--- src/rtl/serial_cmd_pkg.sv ---
// serial_cmd_pkg: FSM states, ASCII constants and reply tables for the serial LED command receiver.
package serial_cmd_pkg;

    typedef enum logic [2:0] {IDLE, GOT_L, GOT_D, DISCARD, REPLY} state_t;

    localparam logic [7:0] CR    = 8'h0D;
    localparam logic [7:0] LF    = 8'h0A;
    localparam logic [7:0] SPACE = 8'h20;
    localparam logic [7:0] CH_UL = 8'h4C;
    localparam logic [7:0] CH_LL = 8'h6C;
    localparam logic [7:0] CH_0  = 8'h30;
    localparam logic [7:0] CH_7  = 8'h37;
    localparam logic [7:0] CH_O  = 8'h4F;
    localparam logic [7:0] CH_K  = 8'h4B;
    localparam logic [7:0] CH_E  = 8'h45;
    localparam logic [7:0] CH_R  = 8'h52;

    // Byte 0 of each reply sits in the low lane.
    localparam logic [31:0] OK_REPLY = {LF, CR, CH_K, CH_O};
    localparam logic [31:0] ER_REPLY = {LF, CR, CH_R, CH_E};

    function automatic logic [7:0] reply_byte(input logic ok, input logic [1:0] idx);
        logic [31:0] t;
        t = ok ? OK_REPLY : ER_REPLY;
        return t[{idx, 3'b000} +: 8];
    endfunction

endpackage

--- src/rtl/serial_reply_tx.sv ---
// serial_reply_tx: streams the selected 4-byte reply onto a valid/ready handshake, pulsing done on the last transfer.
module serial_reply_tx
    import serial_cmd_pkg::*;
(
    input  logic       clk_48mhz,
    input  logic       reset_n,
    input  logic       start,
    input  logic       sel_ok,
    input  logic       tx_ready,
    output logic [7:0] tx_data,
    output logic       tx_valid,
    output logic       done
);

    logic [1:0] idx_q, idx_d;
    logic       sel_q, sel_d;
    logic       valid_q, valid_d;
    logic [7:0] data_q, data_d;
    logic       xfer;

    assign xfer     = valid_q & tx_ready;
    assign done     = xfer & (idx_q == 2'd3);
    assign tx_data  = data_q;
    assign tx_valid = valid_q;

    always_comb begin
        idx_d   = start ? 2'd0 : xfer ? idx_q + 2'd1 : idx_q;
        sel_d   = start ? sel_ok : sel_q;
        valid_d = start | (valid_q & ~done);
        data_d  = start ? reply_byte(sel_ok, 2'd0) :
                  (xfer & ~done) ? reply_byte(sel_q, idx_q + 2'd1) : data_q;
    end

    always_ff @(posedge clk_48mhz or negedge reset_n) begin
        if (!reset_n) begin
            idx_q   <= 2'd0;
            sel_q   <= 1'b0;
            valid_q <= 1'b0;
            data_q  <= 8'h00;
        end else begin
            idx_q   <= idx_d;
            sel_q   <= sel_d;
            valid_q <= valid_d;
            data_q  <= data_d;
        end
    end

endmodule

--- src/rtl/serial_cmd_rx.sv ---
// serial_cmd_rx: parses "L<0-7>\r" commands from a byte stream, drives the LED register and answers OK/ER.
module serial_cmd_rx
    import serial_cmd_pkg::*;
#(
    parameter int         TIMEOUT_CYCLES = 48000000,
    parameter logic [2:0] LED_RESET      = 3'b000
) (
    input  logic       clk_48mhz,
    input  logic       reset_n,
    input  logic [7:0] rx_data,
    input  logic       rx_valid,
    output logic       rx_ready,
    output logic [7:0] tx_data,
    output logic       tx_valid,
    input  logic       tx_ready,
    output logic [2:0] led,
    output logic       cmd_strobe,
    output logic [7:0] err_count
);

    localparam int TW = (TIMEOUT_CYCLES > 2) ? $clog2(TIMEOUT_CYCLES) : 1;

    state_t          state_q, state_d;
    logic            rx_ready_q, rx_ready_d;
    logic [2:0]      led_q, led_d;
    logic [2:0]      dig_q, dig_d;
    logic            strobe_q, strobe_d;
    logic [7:0]      err_q, err_d;
    logic [TW-1:0]   tmo_q, tmo_d;
    logic            accept, is_digit, is_cr, start, sel_ok, done;

    assign accept     = rx_valid & rx_ready_q;
    assign is_digit   = (rx_data >= CH_0) && (rx_data <= CH_7);
    assign is_cr      = rx_data == CR;
    assign rx_ready   = rx_ready_q;
    assign led        = led_q;
    assign cmd_strobe = strobe_q;
    assign err_count  = err_q;

    always_comb begin
        state_d  = state_q;
        led_d    = led_q;
        dig_d    = dig_q;
        strobe_d = 1'b0;
        start    = 1'b0;
        sel_ok   = 1'b0;
        tmo_d    = '0;
        case (state_q)
            IDLE: if (accept)
                state_d = (rx_data == CH_UL || rx_data == CH_LL) ? GOT_L :
                          (rx_data == LF || is_cr || rx_data == SPACE) ? IDLE : DISCARD;
            GOT_L: if (accept) begin
                state_d = is_digit ? GOT_D : is_cr ? REPLY : DISCARD;
                dig_d   = is_digit ? rx_data[2:0] : dig_q;
                start   = is_cr;
            end
            GOT_D: if (accept) begin
                state_d  = is_cr ? REPLY : DISCARD;
                led_d    = is_cr ? dig_q : led_q;
                strobe_d = is_cr;
                start    = is_cr;
                sel_ok   = is_cr;
            end
            DISCARD: if (accept) begin
                state_d = is_cr ? REPLY : DISCARD;
                start   = is_cr;
            end
            REPLY: state_d = done ? IDLE : REPLY;
            default: state_d = IDLE;
        endcase
        // An accepted byte wins over an expiring timeout.
        if ((state_q == GOT_L || state_q == GOT_D || state_q == DISCARD) && !accept) begin
            tmo_d   = (tmo_q == TW'(TIMEOUT_CYCLES - 1)) ? '0 : tmo_q + TW'(1);
            state_d = (tmo_q == TW'(TIMEOUT_CYCLES - 1)) ? IDLE : state_d;
        end
        err_d      = (start && !sel_ok && err_q != 8'hFF) ? err_q + 8'd1 : err_q;
        rx_ready_d = state_d != REPLY;
    end

    always_ff @(posedge clk_48mhz or negedge reset_n) begin
        if (!reset_n) begin
            state_q    <= IDLE;
            rx_ready_q <= 1'b0;
            led_q      <= LED_RESET;
            dig_q      <= 3'd0;
            strobe_q   <= 1'b0;
            err_q      <= 8'd0;
            tmo_q      <= '0;
        end else begin
            state_q    <= state_d;
            rx_ready_q <= rx_ready_d;
            led_q      <= led_d;
            dig_q      <= dig_d;
            strobe_q   <= strobe_d;
            err_q      <= err_d;
            tmo_q      <= tmo_d;
        end
    end

    serial_reply_tx u_reply (
        .clk_48mhz (clk_48mhz),
        .reset_n   (reset_n),
        .start     (start),
        .sel_ok    (sel_ok),
        .tx_ready  (tx_ready),
        .tx_data   (tx_data),
        .tx_valid  (tx_valid),
        .done      (done)
    );

endmodule

--- config.mk ---
export PLATFORM = sky130hd
export DESIGN_NAME = serial_cmd_rx
export DESIGN_NICKNAME = d
export VERILOG_FILES = /design/src/rtl/serial_cmd_pkg.sv /design/src/rtl/serial_reply_tx.sv /design/src/rtl/serial_cmd_rx.sv
export SDC_FILE = /design/constraint.sdc
export NUM_CORES = 1
export LEC_CHECK = 0
export ABC_CLOCK_PERIOD_IN_PS = 2800
export BUFFER_PORTS_ARGS = -buffer_cell sky130_fd_sc_hd__buf_2
export CAP_MARGIN = 0
export CORE_MARGIN = 3
export CORE_UTILIZATION = 64
export CTS_BUF_LIST = sky130_fd_sc_hd__clkbuf_4
export CTS_CLUSTER_SIZE = 8
export DETAILED_ROUTE_END_ITERATION = 8
export HOLD_SLACK_MARGIN = 0.08
export PLACE_DENSITY = 0.87
export RECOVER_POWER = 50
export SLEW_MARGIN = 20
export SYNTH_ARGS = -nofsm -noshare
export SYNTH_HDL_FRONTEND = slang
export SYNTH_SLANG_ARGS = --single-unit
--- constraint.sdc ---
create_clock -name clk_48mhz -period 2.8 [get_ports clk_48mhz]
set_input_delay 0.14 -clock clk_48mhz [delete_from_list [all_inputs] [get_ports clk_48mhz]]
set_output_delay 0.14 -clock clk_48mhz [all_outputs]
set_load 0.02 [all_outputs]
# After elaboration in Yosys (flattened, before gate mapping)
# Cells that the tools add are included.
# totals
word_cells,77
inputBits,12
reg_bits,57
output_inout_bits,22
# op_classes
n_mux,22
eq_ne,13
n_reduce_logical,18
n_shift,1
bitwise,7
add_sub_neg,3
order_cmp,2
# ops
cell,n
26-bit 2-to-1 mux,2
32-bit by 6-bit variable part select with 8-bit output,1
"26-bit by 1-bit adder with 26-bit output, second input constant",1
"26-bit equality test, second input constant",1
3-bit 2-to-1 mux,8
"8-bit by 4-bit equality test with 1-bit output, second input constant",2
"8-bit by 7-bit equality test with 1-bit output, second input constant",2
8-bit 2-to-1 mux,2
13-bit 2-to-1 mux,1
3-bit one-hot mux with 4 select lines,1
"8-bit by 1-bit adder with 8-bit output, second input constant",1
"8-bit by 6-bit equality test with 1-bit output, second input constant",1
"8-bit by 6-bit >= comparator with 1-bit output, second input constant",1
"8-bit by 6-bit less-or-equal comparator with 1-bit output, second input constant",1
2-bit 2-to-1 mux,4
"8-bit inequality test, second input constant",1
"3-bit by 2-bit equality test with 1-bit output, second input constant",2
3-bit AND reduction,2
1-bit bitwise AND,5
1-bit logical OR,5
1-bit logical AND,4
4-bit 2-to-1 mux,1
2-bit nonzero test,2
"3-bit by 1-bit equality test with 1-bit output, second input constant",1
other kinds (11),14

# Logic depth before layout (Yosys ltp)
# logic_depth
ltp_word,10
depth_mapped,7
mapped_depth_nobuf,5

# Modules after synthesis
# Synthesis repeated with hierarchy kept, for this count alone.
# hier_totals
hier_cells,273
hier_area_um2,2798.9
# by_module_without_submodules
module,cells_per_inst,n_inst,area_per_inst_um2
serial_cmd_rx,226,1,2318.5
serial_reply_tx,47,1,480.5

# Least setup slack after synthesis
# Ideal clock, no wire load.
# synth_timing
path_type,flip-flop to flip-flop
start,"register rx_ready_q, in the netlist rx_ready"
end,"register led_q[0], in the netlist led[0]"
required_ns,2.675
path_slack_ns,0.796
path_buffers,1
arrival_time_ns,1.879
path_stages_with_launch,6
setup_ns,0.125
path_cell_list,dfrtp_1 -> and2_1 -> clkbuf_1 -> nand4_1 -> nor4b_1 -> mux2_2
# synth_between
elab_chain_cells,2
# synth_lines
item,line_no,text
"start, declared",serial_cmd_rx.sv:24,"logic rx_ready_q, rx_ready_d;"
"start signal, assigned",serial_cmd_rx.sv:91,rx_ready_q <= rx_ready_d;
1-bit bitwise AND,serial_cmd_rx.sv:32,assign accept = rx_valid & rx_ready_q;
3-bit AND reduction (no line),--,
"end signal, assigned",serial_cmd_rx.sv:92,led_q <= led_d;
"end, declared",serial_cmd_rx.sv:25,"logic [2:0] led_q, led_d;"
# Every way passes these cells.
# A chain may end at the register's enable or synchronous reset.

# Final worst setup path
# layout_timing
start,register tmo_q[0]
end,register tmo_q[24]
# layout_between
elab_chain_cells,3
# layout_lines
item,line_no,text
"start, declared",serial_cmd_rx.sv:29,"logic [TW-1:0] tmo_q, tmo_d;"
"start signal, assigned",serial_cmd_rx.sv:96,tmo_q <= tmo_d;
26-bit by 1-bit adder with 26-bit output or 26-bit equality test (tied branches),serial_cmd_rx.sv:73,tmo_d = (tmo_q == TW'(TIMEOUT_CYCLES - 1)) ? '0 : tmo_q + TW'(1);
26-bit 2-to-1 mux *,serial_cmd_rx.sv:73,
26-bit 2-to-1 mux *,serial_cmd_rx.sv:72,if ((state_q == GOT_L || state_q == GOT_D || state_q == DISCARD) && !accept) begin
named net tmo_d[24],serial_cmd_rx.sv:29,
# Mark *: on every way through the listed nets, which the timed path passes. The rest lies on a longest branch.

==> reports/qor.txt <==
Pre-CTS setup slack: 0.802 ns
Layout cells sized above 1: 0.131
Part of the cycle the worst path needs: 0.722
GRT overflow: 0
Worst setup margin: 0.779 ns
Compound-Gate Fraction of Synth Area: 0.0971
Die Y-Extent: 72.4 um
Post-layout util: 0.753
Minimum clock period: 2.02 ns
Setup violators final: 0
Vias in the first global route: 2171
Critical path cell sequence: ha_1 -> nand3_1 -> or3_4 -> or4_1 -> a21oi_1
Die area: 5240 um^2
Cell class contributing the biggest share of worst-path delay: simple AND/OR/NAND/NOR gates
WP data required: 3.12 ns
Min-Delay Endpoint: dig_q[2]$_DFFE_PN0P_
Routability Congestion: 0.874
Routed Antenna Nets: 0
Total Wirelength: 5.66 mm
Hold Path Class: input port to register
Sequential share of the synthesized area: 0.488
VDD IR max: 0.383 mV
Mapped Area: 2820 um^2
DRC viols: 0
Final cell count without fillers: 362
Mapped Cells: 277
Worst slew pin tran: 1.47 ns
Final Hold Fails: 0
Largest net degree at the start of global routing: 29
Top-level I/O count: 34
YS warnings: 0
1st-iter DRT viols: 141
Hold path start: rx_data[2]
All-Layer GR Usage: 0.236
Max H-tree Level: 2
Reg-to-reg startpoint: tmo_q[0]$_DFF_PN0_
EDFF count, synth: 0
Total chip power: 1.60 mW
Reg2reg end: tmo_q[24]$_DFF_PN0_
CP Max Fanout: 13
Initial antenna violation count: 0
WHS Path Cells: 2
Ant diodes: 0
CTS root buf: clkbuf_4
Synth Area in XOR/XNOR: 0.0590
CP Launch Type: register
Area Overhead vs Synth: 9.75%
Routed WL per cell: 15.6 um
Final Skew: 0.0174 ns
Syn_area_per_cell: 10.2 um^2
TritonCTS clock tree: built
Unrepaired setup endpoints after global routing: no
Post-CTS resize count: 0
Pre-antenna DRT Iters: 4
DR vias: 2239
FF-to-FF setup slack: 0.78 ns
Post-CTS setup buffer count: 0
Detail Placement HPWL: 4.01 mm
Core area: 4120 um^2
Largest family of logic cells by synthesized area: simple AND/OR/NAND/NOR gates
Max incr delay on CP: 0.52 ns
Crit-path slowest cell: or4_1
Fraction of registers with async set/reset: 1.00
Seq cells post-synth: 55
Pwr Density: 515 nW/um^2
Post-synthesis mux area share: 0.0434
Adder-Cell Fraction of Synth Area: 0.0133
Leakage: 1.33 nW
Register-to-Register Path Depth: 5
Setup TNS: 0 ns
Clk Latency, worst-skew pair: 0.38 ns
DR vias/cell: 6.19
Slew Limit Fails: 0
Final Net Count: 326
Unique cell type count in the Yosys netlist: 53
Rel. slew slack: 0.0170
Clock Path Buffers: 2
Max frequency: 495 MHz
First-pass GRT wire length: 9.81 mm
IO buf count: 31
CTS Hold Bufs: 4
Placed Cells: 350
Sinks on Clock Net: 55
CP arrival: 2.34 ns
Maxcap violations: 0
TritonCTS Buffers: 5
Simple-Gate Fraction of Synth Area: 0.270
Cell row count: 23
Status: complete, no violations
Worst Setup End Kind: register
CP bufs+invs: 0
Top_reg_cell synth: dfrtp_1
Starting Density: 0.686
Worst-path clk slew: 0.16 ns
Die Width: 72.4 um
Crit path kind: register to register
layer usage:
metal,global-route usage,wire length (um),vias to the layer above
met2,0.389,2770,49
met5,0,0,-
met4,0.0779,46,0
met3,0.0346,197,6
met1,0.323,2650,1088
li1,-,-,1096
state kept, by name, summed over array words and instances (netlist names):
signal and count:
tmo_q 26, err_count 8, u_reply.tx_data 6, dig_q 3
led 3, state_q 3, u_reply.idx_q 2, cmd_strobe 1
rx_ready 1, u_reply.sel_q 1, u_reply.tx_valid 1
cell usage in the layout (no fill, tap or decap), drive strengths merged, types with 4 or more instances in the layout:
cell type,Yosys,routed
nand3,13,13
xor2,12,12
dfrtp,55,55
nand4,14,14
o21ai,8,8
mux2,10,10
or4,10,10
inv,5,5
buf,5,17
nand2,19,19
nor4b,5,5
dlygate4sd3,0,4
a21oi,14,14
xnor2,7,7
clkbuf,7,22
nor4,9,9
nor2,23,23
o31ai,8,8
and4,7,7
or3,5,5
worst register-to-register path, delay by kind of cell (launching register included):
family,cells,cell delay [ns]
simple gates,3,1.20
flops,1,0.41
fa+ha+maj,1,0.21
compound gates,1,0.16
logic make-up (layout without fill, tap and decap cells):
kind of cell               after synthesis  count (layout)
and+or+nand+nor                        129             129
DFF                                     55              55
AOI/OAI and AO/OA                       42              42
xor gates and xnor gates                19              19
buffers and inverters                   17              51
muxes                                   11              11
adders and majority gates                3               3
other                                    1               2
cell type report:
cell class              instances  area [um^2]
clock buffers                   5         37.5
clock inverters                 3         38.8
fillers                       296         1020
inverters                       5         18.8
multi-input cells             206         1370
flip-flops and latches         55         1380
well taps                      50         62.6
repair buffers                 38          195
synthesized netlist by cell type, types with 8 or more instances:
library cell | n | area (um^2)
nand4_1 | 13 | 81.3
nand3_1 | 13 | 65.1
o31ai_1 | 8 | 60.1
nand2_1 | 19 | 71.3
nor2_1 | 23 | 86.3
xor2_1 | 12 | 105
or4_1 | 9 | 67.6
a21oi_1 | 14 | 70.1
mux2_2 | 10 | 113
nor4_1 | 9 | 56.3
dfrtp_1 | 55 | 1380
through the flow:
step           hold WS, ns  instance area (um^2)
4_1_cts             0.0835                  3120
5_1_grt             0.0916                  3100
3_5_place_dp         0.184                  3000
6_report             0.102                  3100
2_1_floorplan       -0.156                  2830
3_3_place_gp         0.174                  3000
how the worst max path moves through the flow:
stage / startpoint / end / slack, ns / depth (start not counted)
6_report: tmo_q[0]$_DFF_PN0_ / tmo_q[24]$_DFF_PN0_ / 0.78 / 5
5_1_grt: reset_n / tmo_q[0]$_DFF_PN0_ / 0.48 / 3
4_1_cts: tmo_q[0]$_DFF_PN0_ / tmo_q[24]$_DFF_PN0_ / 0.78 / 5
3_5_place_dp: tmo_q[0]$_DFF_PN0_ / tmo_q[24]$_DFF_PN0_ / 0.80 / 5
3_3_place_gp: rx_ready$_DFF_PN0_ / led[1]$_DFFE_PN0P_ / 0.87 / 4
2_1_floorplan: rx_ready$_DFF_PN0_ / led[0]$_DFFE_PN0P_ / 0.80 / 5
report_power, final:
part | internal (mW) | total [mW] | switching [mW]
clock network | 0.184 | 0.432 | 0.248
registers | 0.852 | 0.901 | 0.0483
logic | 0.104 | 0.264 | 0.160
total | 1.14 | 1.60 | 0.456
No activity file was read; power rests on OpenSTA's default activity.
